File: src/rtl/input_debouncer_if.sv
`default_nettype none
// ============================================================================
// Module  : input_debouncer_if
// Brief   : Raw inputs and conditioned level/edge outputs of input_debouncer.
// Revision: 1.0 - initial release
// ============================================================================
interface input_debouncer_if #(
    parameter int NUM_CHANNELS = 4
);
    logic [NUM_CHANNELS-1:0] Input;
    logic [NUM_CHANNELS-1:0] Level;
    logic [NUM_CHANNELS-1:0] Rise;
    logic [NUM_CHANNELS-1:0] Fall;
    logic                    Changed;

    modport master (output Input, input Level, Rise, Fall, Changed);
    modport slave  (input Input, output Level, Rise, Fall, Changed);
endinterface
`default_nettype wire

File: src/rtl/input_debouncer.sv
`default_nettype none
// ============================================================================
// Module  : input_debouncer
// Brief   : Per-channel synchronizer plus tick-qualified debounce FSM with a
//           shared prescaler; emits clean levels and one-cycle edge pulses.
// Revision: 1.0 - initial release
// ============================================================================
module input_debouncer #(
    parameter int NUM_CHANNELS = 4,
    parameter int NUM_STAGES   = 2,
    parameter int PRESCALE     = 1000,
    parameter int STABLE_TICKS = 8,
    parameter bit RESET_LEVEL  = 1'b0
) (
    input  wire logic          Clk,
    input  wire logic          Reset,
    input_debouncer_if.slave   bus
);

    localparam int C_PS_W  = (PRESCALE > 1) ? $clog2(PRESCALE) : 1;
    localparam int C_CNT_W = $clog2(STABLE_TICKS + 1);

    localparam logic [C_PS_W-1:0]  C_PS_LAST  = C_PS_W'(PRESCALE - 1);
    localparam logic [C_PS_W-1:0]  C_PS_ONE   = C_PS_W'(1);
    localparam logic [C_CNT_W-1:0] C_CNT_LAST = C_CNT_W'(STABLE_TICKS - 1);
    localparam logic [C_CNT_W-1:0] C_CNT_ONE  = C_CNT_W'(1);

    typedef enum logic [0:0] {
        ST_STABLE    = 1'b0,
        ST_CANDIDATE = 1'b1
    } state_t;

    logic [C_PS_W-1:0]       r_pre_q;
    logic [C_PS_W-1:0]       w_pre_d;
    logic                    w_tick;
    logic [NUM_CHANNELS-1:0] w_level_vec;
    logic [NUM_CHANNELS-1:0] w_rise_vec;
    logic [NUM_CHANNELS-1:0] w_fall_vec;

    always_comb begin
        w_tick  = (r_pre_q == C_PS_LAST);
        w_pre_d = w_tick ? '0 : (r_pre_q + C_PS_ONE);
    end

    always_ff @(posedge Clk) begin
        if (Reset) begin
            r_pre_q <= '0;
        end else begin
            r_pre_q <= w_pre_d;
        end
    end

    for (genvar i = 0; i < NUM_CHANNELS; i++) begin : g_chan
        logic [NUM_STAGES-1:0] r_sync_q;
        logic [NUM_STAGES-1:0] w_sync_d;
        logic                  w_sync;
        state_t                r_state_q;
        state_t                w_state_d;
        logic [C_CNT_W-1:0]    r_cnt_q;
        logic [C_CNT_W-1:0]    w_cnt_d;
        logic                  r_level_q;
        logic                  w_level_d;
        logic                  r_rise_q;
        logic                  w_rise_d;
        logic                  r_fall_q;
        logic                  w_fall_d;

        always_comb begin
            w_sync_d  = {r_sync_q[NUM_STAGES-2:0], bus.Input[i]};
            w_sync    = r_sync_q[NUM_STAGES-1];
            w_state_d = r_state_q;
            w_cnt_d   = r_cnt_q;
            w_level_d = r_level_q;
            w_rise_d  = 1'b0;
            w_fall_d  = 1'b0;
            case (r_state_q)
                ST_STABLE: begin
                    w_cnt_d = '0;
                    if (w_sync != r_level_q) begin
                        w_state_d = ST_CANDIDATE;
                    end
                end
                ST_CANDIDATE: begin
                    // A reversal abandons qualification even on a tick cycle.
                    if (w_sync == r_level_q) begin
                        w_state_d = ST_STABLE;
                        w_cnt_d   = '0;
                    end else if (w_tick) begin
                        if (r_cnt_q == C_CNT_LAST) begin
                            w_level_d = ~r_level_q;
                            w_rise_d  = ~r_level_q;
                            w_fall_d  = r_level_q;
                            w_state_d = ST_STABLE;
                            w_cnt_d   = '0;
                        end else begin
                            w_cnt_d = r_cnt_q + C_CNT_ONE;
                        end
                    end
                end
                default: begin
                    w_state_d = ST_STABLE;
                    w_cnt_d   = '0;
                end
            endcase
        end

        always_ff @(posedge Clk) begin
            if (Reset) begin
                r_sync_q  <= {NUM_STAGES{RESET_LEVEL}};
                r_state_q <= ST_STABLE;
                r_cnt_q   <= '0;
                r_level_q <= RESET_LEVEL;
                r_rise_q  <= 1'b0;
                r_fall_q  <= 1'b0;
            end else begin
                r_sync_q  <= w_sync_d;
                r_state_q <= w_state_d;
                r_cnt_q   <= w_cnt_d;
                r_level_q <= w_level_d;
                r_rise_q  <= w_rise_d;
                r_fall_q  <= w_fall_d;
            end
        end

        assign w_level_vec[i] = r_level_q;
        assign w_rise_vec[i]  = r_rise_q;
        assign w_fall_vec[i]  = r_fall_q;
    end

    assign bus.Level   = w_level_vec;
    assign bus.Rise    = w_rise_vec;
    assign bus.Fall    = w_fall_vec;
    assign bus.Changed = |(w_rise_vec | w_fall_vec);

endmodule
`default_nettype wire

File: src/flat_wrapper.sv
// flat-port wrapper written by rule: the top's interface ports become plain ports
module input_debouncer_flat 
#(
    parameter int NUM_CHANNELS = 4,
    parameter int NUM_STAGES   = 2,
    parameter int PRESCALE     = 1000,
    parameter int STABLE_TICKS = 8,
    parameter bit RESET_LEVEL  = 1'b0
)
  (Clk, Reset, bus_Input, bus_Level, bus_Rise, bus_Fall, bus_Changed);
  input_debouncer_if #(.NUM_CHANNELS(NUM_CHANNELS)) bus_i ();
  input  wire logic Clk;
  input  wire logic Reset;
  input wire logic [$bits(bus_i.Input)-1:0] bus_Input;
  output wire logic [$bits(bus_i.Level)-1:0] bus_Level;
  output wire logic [$bits(bus_i.Rise)-1:0] bus_Rise;
  output wire logic [$bits(bus_i.Fall)-1:0] bus_Fall;
  output wire logic [$bits(bus_i.Changed)-1:0] bus_Changed;
  assign bus_i.Input = bus_Input;
  assign bus_Level = bus_i.Level;
  assign bus_Rise = bus_i.Rise;
  assign bus_Fall = bus_i.Fall;
  assign bus_Changed = bus_i.Changed;
  input_debouncer #(.NUM_CHANNELS(NUM_CHANNELS), .NUM_STAGES(NUM_STAGES), .PRESCALE(PRESCALE), .STABLE_TICKS(STABLE_TICKS), .RESET_LEVEL(RESET_LEVEL)) u_core (.Clk(Clk), .Reset(Reset), .bus(bus_i));
endmodule
File: config.mk
export PLATFORM = sky130hd
export DESIGN_NAME = input_debouncer_flat
export DESIGN_NICKNAME = d
export VERILOG_FILES = /design/src/rtl/input_debouncer_if.sv /design/src/rtl/input_debouncer.sv /design/src/flat_wrapper.sv
export SDC_FILE = /design/constraint.sdc
export NUM_CORES = 1
export LEC_CHECK = 0
export CORE_MARGIN = 2
export CORE_UTILIZATION = 51
export CTS_CLUSTER_DIAMETER = 30
export DETAILED_ROUTE_END_ITERATION = 12
export PLACE_DENSITY = 0.73
export SETUP_SLACK_MARGIN = 0.02
export SYNTH_ARGS = -nofsm -noshare
export SYNTH_HDL_FRONTEND = slang
export SYNTH_SLANG_ARGS = --single-unit
File: constraint.sdc
create_clock -name Clk -period 1.8 [get_ports Clk]
set_clock_uncertainty 0.2 [all_clocks]
set_input_delay 0.27 -clock Clk [delete_from_list [all_inputs] [get_ports Clk]]
set_output_delay 0.27 -clock Clk [all_outputs]
set_load 0.01 [all_outputs]
==> metrics, run 1 <==
status finished, final reports clean; clock power share 43.9%; Clock transition at path regs ~90 ps; adder-cell area share of the yosys netlist 2.909%; die height between 60 and 70 um; count leader, synth dfxtp_1; unrepaired setup endpoints after global routing yes; Setup-failing EPs final 0; Psw between 0.3 and 0.4 mW; Area after DPL about 2400 sq um; TritonCTS clock tree built; EDFF count, synth 0; Seq pwr share between 50 and 60%; ANT cells 0; DRT antenna net count 0; maxcap violations 0; filler-free cell count of the finished design just over 300; period utilisation layout between 90% and 100%; Routed WL per cell 12.94 um; Gate power share between 3 and 4%; syn nets approximately 240; FF-to-FF End u_core.g_chan[3].r_cnt_q[3]$_SDFFE_PP0P_; Max FO, Critical Path 8; Worst Hold Path EP u_core.g_chan[1].r_sync_q[1]$_SDFF_PP0_; XOR/XNOR Fraction of Synth Area about 5.7%; Initial Util between 50% and 60%; routed wire length 3908 um; HPWL Detailed between 2000 and 3000 um; initial antenna violation count 0; core footprint 4029 sq um; #FFs+latches synth 50; post-synth top area share between 40% and 50%; combinational family with the most area after synthesis simple AND/OR/NAND/NOR gates; H-tree Lvls 2; CP Data Required Time 1840 ps; Post-Synth Simple-Gate Area 29.73%; die width 68.94 um; sequential share of the synthesized area between 40 and 50%; Worst Setup Start Kind flop; I/O Pins 19; Main synth FF type dfxtp_1; clock latency on the worst-skew pair approximately 300 ps; vias in the first global route ~1500; row count 23; Worst Path Arrival about 1800 ps; slew margin rel. between 80 and 90%; internal power roughly 1.8 mW; leading area contributor after synthesis dfxtp_1; layout cells sized above 1 approximately 18%; critical hold path startpoint u_core.g_chan[1].r_sync_q[0]$_SDFF_PP0_; critical path endpoint category flop; IO Port Bufs 18; all-layer global routing usage between 10% and 20%; pin count of the biggest net entering global routing 34; Highest Clock Rate about 580 MHz; Initial DRC Count 100; post-route cell area approximately 2600 sq um; Setup CP Type reg -> reg; Hold Buf Count CTS 0; worst hold slack 245.4 ps; Max clock buf depth 2; post-synth cell types 38; max-slew violations 0; Power Dens Cells 829.4 nW/um^2; first-pass GRT wire length just under 7000 um; Compound-Gate Fraction of Synth Area around 6.3%; switching share of power 18.33%; min Tclk post-route about 1700 ps; clock sinks 50; Mapped Cells roughly 230; worst-margin pin slew around 220 ps; reg2reg path depth 5; Leak Pwr between 0.9 and 1 nW; top cells by area, synth dfxtp_1 (47%), buf_4 (4.9%), nand2_1 (4.0%); gr ovfl total 0; synth cell count leaders dfxtp_1 (50), nand2_1 (23), a21oi_1 (15), buf_4 (14), nor2_1 (13); area of the mapped netlist 2151 sq um; post-synthesis mux area share between 1.5 and 2%; ys async rst share 0%; syn avg cell area around 9.3 sq um; synth warn 0; via count 1632; drt drc 0; CTS Root Cell clkbuf_8; CTS Buf Count 5; # nets final 262; placed cell count a little under 300; reg-to-reg slack, setup between 60 and 70 ps; Worst Hold Path Cells 1; VDD IR-drop max ~0.56 mV; area of the die roughly 4800 sq um; Final Wtd Congestion approximately 0.83; endpoints failing hold 0; DR pass1 iterations 4; synth-to-layout area growth 20.71%; setup_tns 0 ps; worst min-delay path category reg -> reg; average vias per placed instance 5.404; FF-to-FF Start u_core.r_pre_q[0]$_SDFF_PP0_
-- critical path, cell delays in order (launching register included) --
cell	delay, ps
dfxtp_4	380
ha_4	130
and3_4	210
nand3_4	110
or4_4	530
a21oi_2	110
-- registers in the layout (all words and copies together) (netlist names) --
register / count
u_core.g_chan.r_level_q: 4
u_core.r_pre_q: 10
u_core.g_chan.r_state_q: 4
u_core.g_chan.r_cnt_q: 16
u_core.g_chan.r_fall_q: 4
u_core.g_chan.r_sync_q: 8
u_core.g_chan.r_rise_q: 4
-- per-stage QoR --
step	util, %	setup WS [ps]	total power [mW]
finish	64.44	67.68	2.153
global route	64.44	9.431	2.232
CTS	62.55	28.92	2.166
detailed placement	58.73	-22.86	1.225
global placement	58.73	59.53	1.224
floorplan	-	65.95	1.197
-- placed cells by master, fill, tap and decap left out, drive strengths merged --
cell type / netlist / layout
xor2: 6 / 6
xnor2: 8 / 8
ha: 5 / 5
inv: 3 / 3
clkdlybuf4s50: 0 / 17
nand2: 23 / 23
and3b: 2 / 2
and3: 3 / 3
clkdlybuf4s15: 0 / 1
and4b: 2 / 2
or4: 3 / 3
nand2b: 4 / 4
nor2b: 8 / 8
bufinv: 0 / 2
or3: 3 / 3
mux2i: 4 / 4
clkbuf: 3 / 6
nand3: 11 / 11
o211ai: 1 / 1
buf: 17 / 14
and4: 2 / 2
nor3: 7 / 7
nor2: 14 / 14
nand4: 6 / 6
and2: 6 / 6
o21ai: 6 / 6
a2111o: 1 / 1
nand4b: 1 / 1
a21oi: 15 / 15
nor3b: 10 / 10
nand3b: 3 / 3
nor4: 3 / 3
a31oi: 2 / 2
dfxtp: 50 / 50
-- area by class of cell --
class | count | area, sq um
clock buffers | 6 | 82.58
clock inverters | 2 | 60.06
fillers | 341 | 1433
inverters | 3 | 11.26
multi-input cells | 159 | 1062
flip-flops and latches | 50 | 1016
well taps | 50 | 62.56
repair buffers | 32 | 301.5
-- how the worst max path moves through the flow --
stage | from | endpoint | slack, ps
after global routing | u_core.r_pre_q[0]$_SDFF_PP0_ | u_core.g_chan[1].r_fall_q$_SDFF_PP0_ | 9
after global placement | u_core.r_pre_q[0]$_SDFF_PP0_ | u_core.g_chan[3].r_cnt_q[3]$_SDFFE_PP0P_ | 60
after CTS | u_core.r_pre_q[0]$_SDFF_PP0_ | u_core.g_chan[0].r_cnt_q[3]$_SDFFE_PP0P_ | 30
after floorplan | u_core.r_pre_q[0]$_SDFF_PP0_ | u_core.g_chan[3].r_cnt_q[3]$_SDFFE_PP0P_ | 70
final | u_core.r_pre_q[0]$_SDFF_PP0_ | u_core.g_chan[3].r_cnt_q[3]$_SDFFE_PP0P_ | 70
after detailed placement | u_core.r_pre_q[0]$_SDFF_PP0_ | u_core.g_chan[0].r_cnt_q[3]$_SDFFE_PP0P_ | -20
-- timing repair --
item / CTS / global route
buffers inserted: 0 / 1
endpoints found under the hold margin: 0 / 0
setup endpoints to repair: 4 / 23
pin swaps: 0 / 2
gates resized for setup: 4 / 22
-- power groups by stage --
stage | sequential, mW | combinational, mW | clock, mW
after floorplan | 1.16 | 0.0378 | 0
after global placement | 1.16 | 0.0632 | 0
after detailed placement | 1.16 | 0.0635 | 0
after CTS | 1.14 | 0.0645 | 0.966
after global routing | 1.14 | 0.0782 | 1.01
final | 1.14 | 0.0684 | 0.946
-- logic make-up after synthesis --
family	after synthesis
buffers and inverters	23
AO/OA/AOI/OAI	25
AND/OR/NAND/NOR	111
flip-flops	50
multiplexers	4
XOR/XNOR	14
adder cells (fa/ha/maj)	5
-- routing by layer --
| layer | track usage [%] | routed length [um] |
|---|---|---|
| met4 | 5.147 | 44 |
| met5 | 0 | 0 |
| met2 | 31.25 | 1864 |
| met3 | 3.896 | 137 |
| met1 | 25.33 | 1863 |
Power figures use the tool's default switching activity.
==> run 2: changes to the inputs <==
Settings changed: SKIP_CTS_REPAIR_TIMING from default to 1.
==> run 2 against run 1 <==
Net effect:
- die area did not move
- register-to-register slack about the same
- combinational power shrank 2%
- count of clock-buffer cells in the layout unchanged
- routed wire length up 0.56%
- maximum frequency down 0.54%
- sequential share of layout area fell by 0.17 points
- largest cell class unchanged
- core utilization shrank 0.12 points
==> metrics, run 2 (synthesis gave the netlist of run 1 again) <==
placed cell count between 200 and 300; Setup-failing EPs final 0; final core utilization 64.32%; synth-to-layout area growth 20.48%; Clock transition at path regs about 90 ps; commonest cells after routing, fill and taps aside dfxtp_1 (43), nand2_1 (23), clkdlybuf4s50_1 (17); Largest regs u_core.g_chan.r_cnt_q x16, u_core.r_pre_q x10, u_core.g_chan.r_sync_q x8; ANT cells 0; min Tclk post-route between 1500 and 2000 ps; die height a little under 70 um; area of the die between 4000 and 5000 sq um; Leak Pwr slightly above 0.9 nW; Filler cells 342; layout cells sized above 1 approximately 17%; core footprint slightly above 4000 sq um; Routed WL per cell 12.97 um; HPWL Detailed around 2700 um; all-layer global routing usage between 10% and 20%; VDD IR-drop max between 0.5 and 0.6 mV; pin count of the biggest net entering global routing 34; # nets final about 260; CP peak stage delay 490 ps; Max FO, Critical Path 6; gr ovfl total 0; maxcap violations 0; H-tree Lvls 2; max-slew violations 0; Worst Setup Start Kind flop; period utilisation layout 96.77%; clock sinks 50; DR pass1 iterations 4; max reg flops 16; average vias per placed instance roughly 5.4; first-pass GRT wire length around 6700 um; Power Dens Cells a little over 800 nW/um^2; row count 23; Cell Chain, Critical Path ha_2 -> and3_4 -> nand3_4 -> or4_4 -> a21oi_1; largest reg by FF count u_core.g_chan.r_cnt_q; drt drc 0; area of the multi-input gates around 1100 sq um; die width about 70 um; endpoints failing hold 0; slowest stage cell, crit path or4_4; Setup CP Type reg -> reg; CTS Root Cell clkbuf_8; IO Port Bufs 18; slew margin rel. roughly 81%; DRT antenna net count 0; worst-margin pin slew 278.1 ps; initial antenna violation count 0; filler-free cell count of the finished design ~300; TritonCTS clock tree built; register area 1010 sq um; vias in the first global route roughly 1500; unrepaired setup endpoints after global routing yes; worst min-delay path category reg -> reg; critical path endpoint category flop; status finished, final reports clean; CTS Buf Count 5; routed wire length around 4000 um; Highest Clock Rate between 500 and 600 MHz; reg-to-reg slack, setup 60 ps; Initial Util between 50% and 60%; Initial DRC Count 85; via count approximately 1600; I/O Pins 19; Final Wtd Congestion about 0.83; Worst Path Arrival roughly 1800 ps; most common cell after layout, fill and taps aside dfxtp_1; Max clock buf depth 2; CP Data Required Time between 1500 and 2000 ps; clock latency on the worst-skew pair about 300 ps
[run 2: through the flow]
| step | hold WS, ps | setup slack, ps | TNS [ps] | instance area (sq um) | power, mW |
|---|---|---|---|---|---|
| 6_report | 245.3 | 58.21 | 0 | 2591 | 2.152 |
| 5_1_grt | 256.2 | -5.528 | -13.13 | 2591 | 2.228 |
| 4_1_cts | 250.5 | -122.6 | -234.8 | 2509 | 2.165 |
| 3_5_place_dp | 225.4 | -22.86 | -37.23 | 2366 | 1.225 |
| 3_3_place_gp | 216.7 | 59.53 | 0 | 2366 | 1.224 |
| 2_1_floorplan | 198.2 | 65.95 | 0 | 2151 | 1.197 |
[run 2: layout make-up]
| class | count | area share, % |
|---|---|---|
| timing repair buffer | 33 | 12.02 |
| sequential | 50 | 38.97 |
| multi-input combinational | 159 | 40.66 |
| inverter | 3 | 0.4346 |
| clock inverter | 2 | 2.318 |
| tap | 50 | 2.414 |
| clock buffer | 6 | 3.187 |
[run 2: path summary, 6_finish.rpt]
path	startpoint	to	cells after the start
setup / recovery	u_core.r_pre_q[0]$_SDFF_PP0_	u_core.g_chan[2].r_cnt_q[3]$_SDFFE_PP0P_	5
hold / removal	u_core.r_pre_q[0]$_SDFF_PP0_	u_core.r_pre_q[0]$_SDFF_PP0_	1
setup reg to reg	u_core.r_pre_q[0]$_SDFF_PP0_	u_core.g_chan[2].r_cnt_q[3]$_SDFFE_PP0P_	5
hold reg to reg	u_core.r_pre_q[0]$_SDFF_PP0_	u_core.r_pre_q[0]$_SDFF_PP0_	1
[run 2: where the power goes]
group          internal, mW  switching [mW]
clock                 0.592           0.355
sequential             1.12          0.0128
combinational        0.0408          0.0266
total                  1.76           0.395
[run 2: layer usage]
layer  wire length (um)  global-route usage, %  part of all wire [%]
met1               1929                  25.53                    49
met2               1871                  30.65                    48
met3                 86                  3.896                   2.2
met4                 42                  5.147                   1.1
met5                  0                      0                     0
[run 2: worst max-delay path, delay by kind of cell (launching register included)]
kind / cells / cell delay, ps
AND/OR/NAND/NOR: 3 / 810
adder cells (fa/ha/maj): 1 / 190
flip-flops: 1 / 350
AO/OA/AOI/OAI: 1 / 140
